**src/rtl/mesh_pkg.sv**
```systemverilog
// rtl/mesh_pkg.sv - mesh packet header layout and destination legality check
package mesh_pkg;

  localparam int NXT_JMP_W = 8;
  localparam int ROW_W     = 4;
  localparam int COL_W     = 4;
  localparam int MODE_W    = 1;
  localparam int HDR_W     = NXT_JMP_W + ROW_W + COL_W + MODE_W;

  typedef struct packed {
    logic [NXT_JMP_W-1:0] nxt_jmp;
    logic [ROW_W-1:0]     row;
    logic [COL_W-1:0]     col;
    logic [MODE_W-1:0]    mode;
  } mesh_hdr_t;

  // Terminals sit on the ring around the mesh, hence the +1 on each bound.
  function automatic logic is_legal_dest(input logic [ROW_W-1:0] row,
                                         input logic [COL_W-1:0] col,
                                         input int rows, input int colums,
                                         input logic [ROW_W+COL_W-1:0] bdcst);
    return ({row, col} == bdcst) ||
           ((int'(row) <= rows + 1) && (int'(col) <= colums + 1));
  endfunction

endpackage

```
**src/rtl/mesh_term_src_if.sv**
```systemverilog
// rtl/mesh_term_src_if.sv - host push / router pop handshake bundle for a terminal source
interface mesh_term_src_if #(parameter int pckg_sz = 32);
  logic               push;
  logic [pckg_sz-1:0] data_in;
  logic               full;
  logic               pndng_i_in;
  logic [pckg_sz-1:0] data_out_i_in;
  logic               popin;

  modport master (output push, data_in, popin,
                  input  full, pndng_i_in, data_out_i_in);
  modport slave  (input  push, data_in, popin,
                  output full, pndng_i_in, data_out_i_in);
endinterface

```
**src/rtl/mesh_src_fifo.sv**
```systemverilog
// rtl/mesh_src_fifo.sv - generic first-word-fall-through FIFO, any depth >= 2
module mesh_src_fifo #(
  parameter int width = 32,
  parameter int depth = 4,
  localparam int CW   = $clog2(depth + 1),
  localparam int PW   = $clog2(depth)
) (
  input  logic             clk,
  input  logic             rst_n,
  input  logic             push,
  input  logic [width-1:0] din,
  input  logic             pop,
  output logic             full,
  output logic             empty,
  output logic [CW-1:0]    count,
  output logic [width-1:0] dout
);

  localparam logic [CW-1:0] DEPTH_C = CW'(depth);
  localparam logic [PW-1:0] LAST_P  = PW'(depth - 1);

  logic [width-1:0] mem [depth];
  logic [PW-1:0]    rd_ptr, wr_ptr;
  logic             do_pop, do_push;

  assign empty   = (count == '0);
  assign full    = (count == DEPTH_C);
  assign do_pop  = pop && !empty;
  // A pop frees the slot a full-FIFO push lands in.
  assign do_push = push && (!full || do_pop);
  assign dout    = empty ? '0 : mem[rd_ptr];

  always_ff @(posedge clk) begin
    if (do_push) mem[wr_ptr] <= din;
  end

  always_ff @(posedge clk or negedge rst_n) begin
    if (!rst_n) begin
      rd_ptr <= '0;
      wr_ptr <= '0;
      count  <= '0;
    end else begin
      if (do_pop)  rd_ptr <= (rd_ptr == LAST_P) ? '0 : rd_ptr + 1'b1;
      if (do_push) wr_ptr <= (wr_ptr == LAST_P) ? '0 : wr_ptr + 1'b1;
      case ({do_push, do_pop})
        2'b10:   count <= count + 1'b1;
        2'b01:   count <= count - 1'b1;
        default: count <= count;
      endcase
    end
  end

endmodule

```
**src/rtl/mesh_term_src.sv**
```systemverilog
// rtl/mesh_term_src.sv - terminal source stage: dest screening, FWFT buffer, sticky flags; stats under MESH_SRC_STATS_EN
module mesh_term_src
  import mesh_pkg::*;
#(
  parameter int rows       = 4,
  parameter int colums     = 4,
  parameter int pckg_sz    = 32,
  parameter int fifo_depth = 4,
  parameter logic [ROW_W+COL_W-1:0] bdcst = {8{1'b1}}
) (
  input  logic                            clk,
  input  logic                            reset,
  mesh_term_src_if.slave                  bus,
  output logic [$clog2(fifo_depth+1)-1:0] count,
  output logic                            overflow,
  output logic                            bad_dest
`ifdef MESH_SRC_STATS_EN
  ,
  output logic [31:0]                     acc_cnt,
  output logic [31:0]                     drop_cnt,
  output logic [31:0]                     rej_cnt
`endif
);

  localparam int ROW_MSB = pckg_sz - 1 - NXT_JMP_W;
  localparam int COL_MSB = ROW_MSB - ROW_W;

  logic legal, empty, take, drop, rej;

  assign legal = is_legal_dest(bus.data_in[ROW_MSB -: ROW_W], bus.data_in[COL_MSB -: COL_W],
                               rows, colums, bdcst);
  assign rej   = bus.push && !legal;
  assign drop  = bus.push && legal && bus.full && !bus.popin;
  assign take  = bus.push && legal && !drop;

  mesh_src_fifo #(.width(pckg_sz), .depth(fifo_depth)) u_fifo (
    .clk   (clk),
    .rst_n (reset),
    .push  (bus.push && legal),
    .din   (bus.data_in),
    .pop   (bus.popin),
    .full  (bus.full),
    .empty (empty),
    .count (count),
    .dout  (bus.data_out_i_in)
  );

  assign bus.pndng_i_in = !empty;

  always_ff @(posedge clk or negedge reset) begin
    if (!reset) begin
      overflow <= 1'b0;
      bad_dest <= 1'b0;
    end else begin
      if (drop) overflow <= 1'b1;
      if (rej)  bad_dest <= 1'b1;
    end
  end

`ifdef MESH_SRC_STATS_EN
  always_ff @(posedge clk or negedge reset) begin
    if (!reset) begin
      acc_cnt  <= '0;
      drop_cnt <= '0;
      rej_cnt  <= '0;
    end else begin
      if (take && acc_cnt  != '1) acc_cnt  <= acc_cnt + 1'b1;
      if (drop && drop_cnt != '1) drop_cnt <= drop_cnt + 1'b1;
      if (rej  && rej_cnt  != '1) rej_cnt  <= rej_cnt + 1'b1;
    end
  end
`endif

endmodule
```
**src/flat_wrapper.sv**
```systemverilog
// flat-port wrapper written by rule: the top's interface ports become plain ports
module mesh_term_src_flat import mesh_pkg::*;
#(
  parameter int rows       = 4,
  parameter int colums     = 4,
  parameter int pckg_sz    = 32,
  parameter int fifo_depth = 4,
  parameter logic [ROW_W+COL_W-1:0] bdcst = {8{1'b1}}
)
  (clk, reset, count, overflow, bad_dest, bus_push, bus_data_in, bus_popin, bus_full, bus_pndng_i_in, bus_data_out_i_in);
  mesh_term_src_if #(.pckg_sz(pckg_sz)) bus_i ();
  input  logic clk;
  input  logic reset;
  output logic [$clog2(fifo_depth+1)-1:0] count;
  output logic overflow;
  output logic bad_dest;
  input wire logic [$bits(bus_i.push)-1:0] bus_push;
  input wire logic [$bits(bus_i.data_in)-1:0] bus_data_in;
  input wire logic [$bits(bus_i.popin)-1:0] bus_popin;
  output wire logic [$bits(bus_i.full)-1:0] bus_full;
  output wire logic [$bits(bus_i.pndng_i_in)-1:0] bus_pndng_i_in;
  output wire logic [$bits(bus_i.data_out_i_in)-1:0] bus_data_out_i_in;
  assign bus_i.push = bus_push;
  assign bus_i.data_in = bus_data_in;
  assign bus_i.popin = bus_popin;
  assign bus_full = bus_i.full;
  assign bus_pndng_i_in = bus_i.pndng_i_in;
  assign bus_data_out_i_in = bus_i.data_out_i_in;
  mesh_term_src #(.rows(rows), .colums(colums), .pckg_sz(pckg_sz), .fifo_depth(fifo_depth), .bdcst(bdcst)) u_core (.clk(clk), .reset(reset), .bus(bus_i), .count(count), .overflow(overflow), .bad_dest(bad_dest));
endmodule
```
**config.mk**
```make
export PLATFORM = sky130hd
export DESIGN_NAME = mesh_term_src_flat
export DESIGN_NICKNAME = d
export VERILOG_FILES = /design/src/rtl/mesh_pkg.sv /design/src/rtl/mesh_term_src_if.sv /design/src/rtl/mesh_src_fifo.sv /design/src/rtl/mesh_term_src.sv /design/src/flat_wrapper.sv
export SDC_FILE = /design/constraint.sdc
export NUM_CORES = 1
export LEC_CHECK = 0
export ABC_AREA = 1
export ABC_CLOCK_PERIOD_IN_PS = 3300
export BUFFER_PORTS_ARGS = -buffer_cell sky130_fd_sc_hd__buf_2
export CORE_MARGIN = 4
export CORE_UTILIZATION = 55
export DETAILED_ROUTE_END_ITERATION = 10
export PLACE_DENSITY = 0.77
export SETUP_SLACK_MARGIN = 0.4
export SYNTH_ARGS = -nofsm -noshare
export SYNTH_HDL_FRONTEND = slang
export SYNTH_HIERARCHICAL = 1
export SYNTH_SLANG_ARGS = --single-unit
```
**constraint.sdc**
```tcl
create_clock -name clk -period 3.3 [get_ports clk]
set_clock_uncertainty 0.2 [all_clocks]
set_input_delay 0.66 -clock clk [delete_from_list [all_inputs] [get_ports clk]]
set_output_delay 0.66 -clock clk [all_outputs]
set_load 0.01 [all_outputs]
```
Yosys cells after proc, flatten, opt, wreduce, memory -nomap -nowiden

Memories as Yosys holds them, arrays and structs flattened.
Index checks and enable logic that the tools add are counted.

Flip-flop bits (word level): 9
RAM bits: 128
Input port bits: 36
Output and inout bits: 39
Memories: 1

Memory list:

| memory            | words | bits a word | rd ports | clocked after memory_dff | wr ports | line                | RTL |
|---|---|---|---|---|---|---|---|
| u_core.u_fifo.mem | 4     | 32          | 1        | 0                        | 1        | mesh_src_fifo.sv:22 | `logic [width-1:0] mem [depth];` |

$add $sub $neg: 4
Magnitude comparators: 2
Eq/ne operators: 6
Muxes and demuxes: 6
Reductions and logical operators: 15

Operators with widths:

| operator                                                                         | number |
|---|---|
| 32-bit 2-to-1 mux                                                                | 1 |
| 8-bit == test, second input constant                                             | 1 |
| 4-bit by 3-bit less-or-equal comparator with 1-bit output, second input constant | 2 |
| 1-bit logical AND                                                                | 7 |
| 2-bit == test, second input constant                                             | 3 |
| 3-bit case mux with 2 select lines                                               | 1 |
| 2-bit by 1-bit adder with 2-bit output, second input constant                    | 2 |
| 1-bit zero test                                                                  | 4 |
| 2-bit 2-to-1 mux                                                                 | 2 |
| 3-bit by 1-bit adder with 3-bit output, second input constant                    | 1 |
| 3-bit == test, second input constant                                             | 1 |
| 3-bit zero test                                                                  | 1 |
| 3-bit by 1-bit subtractor with 3-bit output, second input constant               | 1 |
| 2-bit by 1-bit == test with 1-bit output, second input constant                  | 1 |
| 1-bit logical OR                                                                 | 2 |
| 1-bit 2-to-1 mux                                                                 | 2 |
| 2-bit nonzero test                                                               | 1 |

Logic depth before layout (Yosys ltp)

Word-level depth: 7
Depth in mapped cells: 13
Depth with buffers taken out: 13

Cells and area by module

Netlist, hierarchy kept.

By module, submodules not included:

| module        | instances | cells each | area an instance (um^2) | sequential area each (um^2) |
|---|---|---|---|---|
| mesh_src_fifo | 1         | 436        | 5,427.7                 | 4,018.9 |
| mesh_term_src | 1         | 23         | 151.4                   | 50.0 |

Least setup slack after synthesis

No wires, ideal clock.

Path kind: input-to-reg
Start point: input port bus_data_in[23]
End point: memory u_core.u_fifo.mem[0][0] (enable)
Library setup time: 0.421 ns
Arrival: 2.664 ns
Path slack: 0.015 ns
Cell stages on the path: 5
Buffers on the path: 0
Cells stage by stage: nor2_1 > nand3_2 > a21oi_1 > o21ai_4 > nor2_1

Word-level cells in the longest chain between the ends: 7

Ends and longest elaborated chain:

| element                                                   | line                | RTL |
|---|---|---|
| start: declaration                                        | flat_wrapper.sv:18  | `input wire logic [$bits(bus_i.data_in)-1:0] bus_data_in;` |
| 4-bit by 3-bit less-or-equal comparator with 1-bit output | mesh_pkg.sv:23      | `((int'(row) <= rows + 1) && (int'(col) <= colums + 1));` |
| 1-bit logical AND                                         | mesh_pkg.sv:23      |  |
| 1-bit logical OR (*)                                      | mesh_pkg.sv:22      | `return ({row, col} == bdcst) \|\|` |
| 1-bit logical AND (*)                                     | mesh_term_src.sv:39 | `.push (bus.push && legal),` |
| 1-bit logical AND (*)                                     | mesh_src_fifo.sv:30 | `assign do_push = push && (!full \|\| do_pop);` |
| 1-bit 2-to-1 mux (*)                                      | mesh_src_fifo.sv:34 | `if (do_push) mem[wr_ptr] <= din;` |
| 1-bit 2-to-1 mux (implied by the code) (*)                | mesh_src_fifo.sv:34 |  |
| end: declaration                                          | mesh_src_fifo.sv:22 |  |

Mark *: on every way between the ends. The rest lies on a longest branch, timed or not.

Worst setup path in the final report

Start point: register u_core.u_fifo.count[0]
End point: output port bus_data_out_i_in[22]

Word-level cells in the longest chain between the ends: 2

Ends and longest elaborated chain:

| element                  | line                | RTL |
|---|---|---|
| start: declaration       | mesh_src_fifo.sv:15 | `output logic [CW-1:0] count,` |
| start signal: assignment | mesh_src_fifo.sv:46 | `2'b10: count <= count + 1'b1;` |
| start signal: assignment | mesh_src_fifo.sv:47 | `2'b01: count <= count - 1'b1;` |
| start signal: assignment | mesh_src_fifo.sv:48 | `default: count <= count;` |
| 3-bit zero test          | mesh_src_fifo.sv:26 | `assign empty = (count == '0);` |
| net u_core.empty         | mesh_term_src.sv:28 | `logic legal, empty, take, drop, rej;` |
| 32-bit 2-to-1 mux        | mesh_src_fifo.sv:31 | `assign dout = empty ? '0 : mem[rd_ptr];` |
| end: declaration         | flat_wrapper.sv:22  | `output wire logic [$bits(bus_i.data_out_i_in)-1:0] bus_data_out_i_in;` |

The timed path passes the listed nets, and every way through them passes these cells.

==> run_results.csv <==
group,metric,value,unit
finish,seqCellArea,4070,um^2
setup_path,crit_buf_inv,3,
setup_path,slowest_stage,"dfrtp_1",
logic_synthesis,synth_area_leaders,"edfxtp_1 69%, nor2_1 9.5%, dfrtp_1 4.0%, a21oi_1 3.4%, o21ai_1 3.0%",
floorplan,dieArea,11800,um^2
logic_synthesis,synthesis.nets,501,
route,wl_per_cell,16.8,um
floorplan,io_pins,75,
setup_path,worstSetupStartpointType,"register",
floorplan,rows,36,
power,leakagePower,0.00248,uW
clocking,root_buffer,"clkbuf_8",
clocking,clock_sinks,137,
global_routing,grt_usage,0.202,
timing,setup_viol,0,
logic_synthesis,ys_ff_latch,137,
global_routing,grt_pass1_wl,17.7,mm
power,max-vdd-ir-drop,0.471,mV
timing,worstMarginPinSlew,0.433,ns
route,routed_via_density,5.36,
setup_path,required,2.44,ns
timing,max_freq,0.356,GHz
logic_synthesis,syn_area,5580,um^2
logic_synthesis,synth-seq-area-share,0.729,
route,drc_errors,0,
global_routing,overflow,0,
timing,period_needed,2.81,ns
finish,fillers,725,
route,drt-initial-drc-count,269,
outcome,status,"finished clean",
setup_path,worstPathArrival,1.95,ns
setup_path,max_stage_delay,0.40,ns
logic_synthesis,yosys_warnings,6,
global_routing,grt_max_degree,67,
global_routing,grt_pass1_vias,3622,
timing,drv_slew,0,
logic_synthesis,synth_common_cells,"141 x nor2_1, 128 x edfxtp_1, 38 x a21oi_1, 33 x o21ai_1, 32 x o21ai_0",
place,port_buffers,74,
floorplan,die_height,109,um
clocking,clk_pin_slew,0.06,ns
clocking,numCtsBuffers,17,
logic_synthesis,synth_top_area_frac,0.689,
place,gp_congestion,0.796,
clocking,htree_levels,4,
finish,multi_input_area,1310,um^2
clocking,clock_path_buffers,2,
finish,final_layout_size_suffix_gt1_frac,0.231,
setup_path,critical-path-top-delay-family,"buffers and inverters",
setup_path,path_cells,"nor2_1 -> nand2_1 -> clkinvlp_4 -> buf_12 -> a21oi_1 -> buf_2",
route,wl,11.5,mm
route,drt-pass1-iter-count,5,
finish,area_delta_synth_final,20.4,%
logic_synthesis,ys.flop_type,"edfxtp_1",
logic_synthesis,avgSynthCellArea,12.2,um^2
logic_synthesis,synth_edf_count,128,
flow_run,max_cap_violations,0,
timing,hold_violations,0,
setup_path,worstSetupPathType,"reg2out",
setup_path,path_max_fanout,20,
timing,tns,0,ns
worst_hold_path,hp-class,"in2reg",
power,p_per_area,866,nW/um^2
timing,rsz0062_at_grt,"true",
logic_synthesis,synthArstFlopShare,0.0657,
finish,diodes,0,
timing,final.period_utilization,0.850,
clocking,tritoncts,"yes",
route,vias,3684,
finish,nets,583,
floorplan,core,9820,um^2
global_routing,antenna_found_initial,0,
logic_synthesis,yosys.area.top_type,"edfxtp_1",
route,ant_nets,0,
timing,slew_headroom,0.711,
floorplan,start_util,0.568,
clocking,clk_latency,0.51,ns
place,dpl.hpwl,7.05,mm
finish,final_util,0.684,
logic_synthesis,synth_cells,459,
logic_synthesis,yosysMostFrequentCell,"nor2_1",
setup_path,endpoint_kind,"output port",
floorplan,die_w,109,um
logic_synthesis,yosysUniqueCellTypes,23,
worst reg2reg max path: stages (launching register included):
cell and delay (ns):
dfrtp_1 0.42, nor2_1 0.15, nand2_1 0.14, o21ai_4 0.37, nor2_4 0.17, buf_12 0.20
state kept, by name, summed over array words and instances (netlist names):
name,cells
u_core/bad_dest,1
u_core/overflow,1
u_core/u_fifo/count,3
u_core/u_fifo/mem,128
u_core/u_fifo/rd_ptr,2
u_core/u_fifo/wr_ptr,2
worst paths after layout:
path	from	to	slack [ns]	depth (start not counted)
min in group asynchronous	reset	u_core/u_fifo/count[2]	0.33	2
worst min register to register	u_core/overflow	u_core/overflow	0.27	2
worst min-delay path	bus_data_in[14]	u_core/u_fifo/mem[3][14]	0.17	1
worst max register to register	u_core/u_fifo/count[0]	u_core/u_fifo/mem[0][7]	1.39	5
max in group asynchronous	reset	u_core/u_fifo/rd_ptr[0]	2.37	2
worst max-delay path	u_core/u_fifo/count[0]	bus_data_out_i_in[22]	0.49	6
cells in the final DEF, fill, tap and decap left out, drive strengths merged:
| master | count |
|---|---|
| bufinv | 1 |
| a21oi | 38 |
| nand3 | 5 |
| dfrtp | 9 |
| nor2 | 141 |
| dlygate4sd3 | 1 |
| inv | 19 |
| buf | 85 |
| o21ai | 66 |
| clkinvlp | 4 |
| xor2 | 1 |
| o21bai | 1 |
| clkbuf | 20 |
| fa | 1 |
| nand4 | 1 |
| ha | 5 |
| nand2 | 19 |
| clkinv | 9 |
| edfxtp | 128 |
through the flow:
step,power [uW],setup WS [ns],std cells,hold slack (ns),instance area [um^2]
after detailed placement,4100,0.575,652,0.256,6120
after floorplan,3450,0.0150,459,0.164,5580
final,5820,0.495,687,0.173,6720
after global placement,4060,0.587,652,0.247,6120
after global routing,6180,0.365,687,0.146,6720
after CTS,5800,0.429,686,0.153,6680
routing by layer:
layer / track usage / up-vias / share of wire
met3: 0.0527 / 13 / 0.070
met1: 0.257 / 1755 / 0.42
met4: 0.0803 / 0 / 0.015
li1: - / 1761 / -
met5: 0 / - / 0
met2: 0.332 / 155 / 0.50
area by class of cell:
class | count | area share
repair buffers | 87 | 0.0825
clock buffers | 19 | 0.0628
well taps | 133 | 0.0248
multi-input cells | 278 | 0.195
clock inverters | 13 | 0.0158
inverters | 20 | 0.0129
flip-flops and latches | 137 | 0.606
kinds of logic (layout without fill, tap and decap cells):
kind of cell,after synthesis,in the layout,synth area share
DFF,137,137,0.729
and+or+nand+nor,166,166,0.117
adders and majority gates,6,6,0.0148
buffers and inverters,44,139,0.0408
AOI/OAI and AO/OA,105,105,0.0967
xor gates and xnor gates,1,1,0.00157
power breakdown:
| part | internal, uW | total (uW) | switching, uW | leakage (uW) |
|---|---|---|---|---|
| clock network | 988 | 1650 | 662 | 0.000252 |
| registers | 2000 | 2060 | 65.0 | 0.00125 |
| logic | 775 | 2110 | 1330 | 0.000978 |
| total | 3760 | 5820 | 2060 | 0.00248 |
what timing repair did:
| item | in CTS | in global routing |
|---|---|---|
| setup buffers | 1 | 0 |
| gates cloned | 0 | 1 |
| endpoints found under the hold margin | 9 | 0 |
| setup endpoints to repair | 32 | 28 |
| hold buffers | 1 | 0 |
| resized for setup | 4 | 4 |
Note: power is estimated with default switching activity, not from simulation.
